## src/rtl/bsg_downstream_assembler.sv

```systemverilog
// Receive-side byte FIFO with credit return, packing four bytes into a 32-bit word
// (core_data1:core_data0) presented to the output stage under a valid/ready handshake.
module bsg_downstream_assembler #(
    parameter int unsigned DEPTH    = 8,
    parameter int unsigned LG_DEPTH = 3
) (
    input  logic                clk,
    input  logic                rst,
    input  logic                io_valid_in,
    input  logic [7:0]          io_data_in,
    input  logic                core_ready,
    output logic                io_token_out,
    output logic                child_valid,
    output logic [15:0]         core_data0,
    output logic [15:0]         core_data1,
    output logic [LG_DEPTH:0]   wptr,
    output logic [LG_DEPTH:0]   rptr,
    output logic                full,
    output logic                overflow_err
);

    typedef enum logic [2:0] {StC0, StC1, StC2, StC3, StHold} state_e;

    state_e              state_q, state_d;
    logic [7:0]          mem [DEPTH];
    logic [LG_DEPTH:0]   wptr_q, rptr_q;
    logic                child_valid_q, child_valid_d;
    logic                token_q;
    logic                overflow_q;
    logic [15:0]         data0_q, data0_d;
    logic [15:0]         data1_q, data1_d;
    logic                empty;
    logic                wr_en;
    logic                pop;
    logic [7:0]          rd_byte;

    // Full/empty are judged on pre-edge pointers, so a same-cycle pop never frees a slot for
    // a same-cycle write.
    assign full    = (wptr_q[LG_DEPTH] != rptr_q[LG_DEPTH]) &&
                     (wptr_q[LG_DEPTH-1:0] == rptr_q[LG_DEPTH-1:0]);
    assign empty   = (wptr_q == rptr_q);
    assign wr_en   = io_valid_in && !full;
    assign pop     = !empty && (state_q != StHold);
    assign rd_byte = mem[rptr_q[LG_DEPTH-1:0]];

    always_ff @(posedge clk) begin
        if (wr_en) begin
            mem[wptr_q[LG_DEPTH-1:0]] <= io_data_in;
        end
    end

    always_comb begin
        state_d       = state_q;
        child_valid_d = child_valid_q;
        data0_d       = data0_q;
        data1_d       = data1_q;
        unique case (state_q)
            StC0: if (pop) begin
                data0_d[7:0] = rd_byte;
                state_d      = StC1;
            end
            StC1: if (pop) begin
                data0_d[15:8] = rd_byte;
                state_d       = StC2;
            end
            StC2: if (pop) begin
                data1_d[7:0] = rd_byte;
                state_d      = StC3;
            end
            StC3: if (pop) begin
                data1_d[15:8] = rd_byte;
                state_d       = StHold;
                child_valid_d = 1'b1;
            end
            StHold: if (child_valid_q && core_ready) begin
                child_valid_d = 1'b0;
                state_d       = StC0;
            end
            default: state_d = StC0;
        endcase
    end

    always_ff @(posedge clk or negedge rst) begin
        if (!rst) begin
            state_q       <= StC0;
            wptr_q        <= '0;
            rptr_q        <= '0;
            child_valid_q <= 1'b0;
            token_q       <= 1'b0;
            overflow_q    <= 1'b0;
            data0_q       <= '0;
            data1_q       <= '0;
        end else begin
            state_q       <= state_d;
            child_valid_q <= child_valid_d;
            data0_q       <= data0_d;
            data1_q       <= data1_d;
            token_q       <= pop;
            if (wr_en) begin
                wptr_q <= wptr_q + {{LG_DEPTH{1'b0}}, 1'b1};
            end
            if (pop) begin
                rptr_q <= rptr_q + {{LG_DEPTH{1'b0}}, 1'b1};
            end
            if (io_valid_in && full) begin
                overflow_q <= 1'b1;
            end
        end
    end

    assign io_token_out = token_q;
    assign child_valid  = child_valid_q;
    assign core_data0   = data0_q;
    assign core_data1   = data1_q;
    assign wptr         = wptr_q;
    assign rptr         = rptr_q;
    assign overflow_err = overflow_q;

endmodule

```

## config.mk

```make
export PLATFORM = sky130hd
export DESIGN_NAME = bsg_downstream_assembler
export DESIGN_NICKNAME = d
export VERILOG_FILES = /design/src/rtl/bsg_downstream_assembler.sv
export SDC_FILE = /design/constraint.sdc
export NUM_CORES = 1
export LEC_CHECK = 0
export ABC_CLOCK_PERIOD_IN_PS = 3000
export BUFFER_PORTS_ARGS = -buffer_cell sky130_fd_sc_hd__buf_2
export CAP_MARGIN = 10
export CORE_ASPECT_RATIO = 0.9
export CORE_MARGIN = 5
export CORE_UTILIZATION = 57
export DETAILED_ROUTE_END_ITERATION = 8
export PLACE_DENSITY = 0.89
export SLEW_MARGIN = 10
export SYNTH_ARGS = -nofsm -noshare
export SYNTH_HDL_FRONTEND = slang
export SYNTH_SLANG_ARGS = --single-unit
```

## constraint.sdc

```tcl
create_clock -name clk -period 3 [get_ports clk]
set_input_delay 0.6 -clock clk [delete_from_list [all_inputs] [get_ports clk]]
set_output_delay 0.6 -clock clk [all_outputs]
set_load 0.02 [all_outputs]
```

==> results.json <==
{
  "status": "completed",
  "syn-num-nets": 244,
  "dieArea_mm2": 0.00958,
  "start_util_pct": 58.4,
  "port_buffers": 55,
  "clockBufferDepth": 2,
  "skew_ns": 0.0125,
  "overflow": 0,
  "antennaDiodeCount": 0,
  "die_h_um": 93.4,
  "crit_fanout": 9,
  "postPlaceCellArea_mm2": 0.00480,
  "powerDensity_mw_per_mm2": 1160,
  "worst_pin_slew_ns": 0.986,
  "cts_tree": "built",
  "max_freq_mhz": 443,
  "syn_inst": 230,
  "hold_violations": 0,
  "clockRootBuffer": "clkbuf_8",
  "grt_max_degree": 47,
  "antenna_left": 0,
  "p_leak_nw": 2.00,
  "h-tree-depth": 3,
  "area_growth_pct": 14.3,
  "ys_warn_count": 0,
  "drv_slew": 0,
  "cp_data_arrival_time_ns": 2.26,
  "ys_seq_elements": 110,
  "setup_tns_ns": 0,
  "critPathLaunchType": "register",
  "vias": 2250,
  "power.share.clock_pct": 16.6,
  "cts_made_buffers": 9,
  "period_needed_ns": 2.26,
  "grt_pass1_vias": 2365,
  "r2r-start": "wptr[0]$_DFFE_PN0P_",
  "insertion_delay_ns": 0.36,
  "clkSinkCount": 110,
  "endpoint_kind": "register",
  "drive_gt1_share_pct": 45.7,
  "netSwitchingPower_mw": 2.10,
  "routed_wl_mm": 7.61,
  "slew_headroom_pct": 34.3,
  "dieWidth_um": 103,
  "power_frac_comb_pct": 43.6,
  "min_period_over_period_pct": 75.2,
  "cp_slowest_cell": "nor2_1",
  "p_sw_share_pct": 35.8,
  "grt_pass1_wl_mm": 12.4,
  "grt_util_all_layers_pct": 17.5,
  "rsz0062_at_grt": "no",
  "p_seq_share_pct": 39.8,
  "place.gp.congestion": 0.729,
  "whs_ns": 0.392,
  "max-vdd-ir-drop_mv": 0.440,
  "avgViaCountPerCell": 5.65,
  "setup_ws_ns": 0.743,
  "drt_iter0_markers": 97,
  "io_pins": 56,
  "maxCapViolCount": 0,
  "clk_pin_slew_ns": 0.10,
  "synth_area_mm2": 0.00440,
  "syn_area_per_cell_um2": 19.1,
  "crit_type": "register to register",
  "synth_edf_count": 64,
  "hp-class": "input port to async pin",
  "wl_per_cell_um": 19.1,
  "fin_nets": 311,
  "synth_ff_type": "edfxtp_1",
  "ys_seq_area_share_pct": 69.8,
  "drc": 0,
  "antenna_found_initial": 0,
  "async_flop_share_pct": 41.8,
  "required_ns": 3.00,
  "setup_viol_count_final": 0,
  "dp.final_hpwl_mm": 5.40,
  "yosysUniqueCellTypes": 32,
  "worst_r2r_path_depth": 4,
  "core_region_area_mm2": 0.00754,
  "placementRows": 30,
  "cts_setup_buffers": 0,
  "first_pass_iters": 4,
  "hold_buffers": 0,
  "p_int_mw": 3.76,
  "final_design_area_no_fill_mm2": 0.00503,
  "cts_resized": 0,
  "cpPeakStageDelay_ns": 0.62,
  "dpl_worst_slack_ns": 0.716,
  "r2r-end": "mem[2][4]$_DFFE_PP_",
  "r2r_slack_ns": 0.74,
  "path_cells": "xnor2_2 > a41o_1 > nand2b_1 > nor2_1",
  "utilization_pct": 66.7
}
## cell usage after synthesis, types with 4 or more instances
master	instances	share of area [%]
mux4_2	12	6.1
mux2_2	26	6.6
nor3_1	4	0.45
nand2_1	6	0.51
mux2_4	16	5.5
xnor2_1	6	1.2
mux4_1	4	2.4
edfxtp_1	64	44
nor2_1	10	0.85
dfrtp_1	46	26
nand2b_1	4	0.57
## worst max-delay path, delay by kind of cell (launching register included)
family          cells  cell delay (ns)
simple gates        2             0.84
flops               1             0.50
compound gates      1             0.34
xor+xnor            1             0.21
## placed cells by master, fill, tap and decap left out, drive strengths merged, types with 2 or more instances in the layout
| cell | Yosys | final |
|---|---|---|
| nand3 | 2 | 2 |
| xor2 | 3 | 3 |
| ha | 2 | 2 |
| nand2b | 4 | 4 |
| mux2 | 42 | 42 |
| a21o | 3 | 3 |
| bufinv | 0 | 2 |
| xnor2 | 8 | 8 |
| mux4 | 16 | 16 |
| edfxtp | 64 | 64 |
| nor2 | 10 | 10 |
| nand2 | 6 | 6 |
| nor3 | 5 | 5 |
| nand4 | 2 | 2 |
| dfrtp | 46 | 46 |
| buf | 6 | 63 |
| inv | 3 | 6 |
| clkbuf | 1 | 9 |
## stage by stage
stage          instances  power, mW
2_1_floorplan        230       4.24
3_3_place_gp         382       4.84
3_5_place_dp         382       4.95
4_1_cts              398       5.93
5_1_grt              398       6.21
6_report             398       5.86
## cell families (layout without fill, tap and decap cells)
logic type      after synthesis  count (layout)  share of synthesized area, %
flops                       110             110                          69.8
compound gates                6               6                          1.05
xor+xnor                     11              11                          2.53
fa+ha+maj                     2               2                         0.568
buf+inv                      10              82                          1.48
mux                          58              58                          20.6
simple gates                 33              33                          3.95
## how the worst max path moves through the flow
stage,startpoint,to,slack (ns),cells past startpoint
after floorplan,rptr[1]$_DFFE_PN0P_,mem[4][0]$_DFFE_PP_,0.58,5
after global placement,io_valid_in,mem[1][2]$_DFFE_PP_,0.83,5
after detailed placement,wptr[0]$_DFFE_PN0P_,mem[2][6]$_DFFE_PP_,0.72,4
after CTS,wptr[0]$_DFFE_PN0P_,mem[2][4]$_DFFE_PP_,0.71,4
after global routing,wptr[0]$_DFFE_PN0P_,mem[2][4]$_DFFE_PP_,0.60,4
final,wptr[0]$_DFFE_PN0P_,mem[2][4]$_DFFE_PP_,0.74,4
## registers in the layout (all words and copies together), names as in the netlist
register	cells
state_q	3
io_token_out	1
mem	64
core_data0	16
rptr	4
overflow_err	1
wptr	4
core_data1	16
child_valid	1
## cell type report
| type | count | area (µm²) |
|---|---|---|
| Clock buffer | 9 | 124 |
| Clock inverter | 7 | 103 |
| Fill cell | 504 | 2510 |
| Inverter | 3 | 11.3 |
| Multi-Input combinational cell | 110 | 1260 |
| Sequential cell | 110 | 3070 |
| Tap cell | 96 | 120 |
| Timing Repair Buffer | 63 | 335 |
## power groups by stage
stage / clock network, mW / registers, mW / logic [mW]
floorplan: 0 / 2.67 / 1.57
global placement: 0 / 2.33 / 2.51
detailed placement: 0 / 2.37 / 2.59
CTS: 1.01 / 2.33 / 2.59
global route: 1.06 / 2.38 / 2.76
finish: 0.970 / 2.33 / 2.56
## routing by layer
layer  vias up  global-route usage [%]  part of all wire [%]
li1       1016                       -                     -
met1      1143                    23.0                    42
met2        76                    28.0                    48
met3        15                    4.62                   7.6
met4         0                    6.56                   2.3
met5         -                       0                     0
Power figures use the tool's default switching activity.
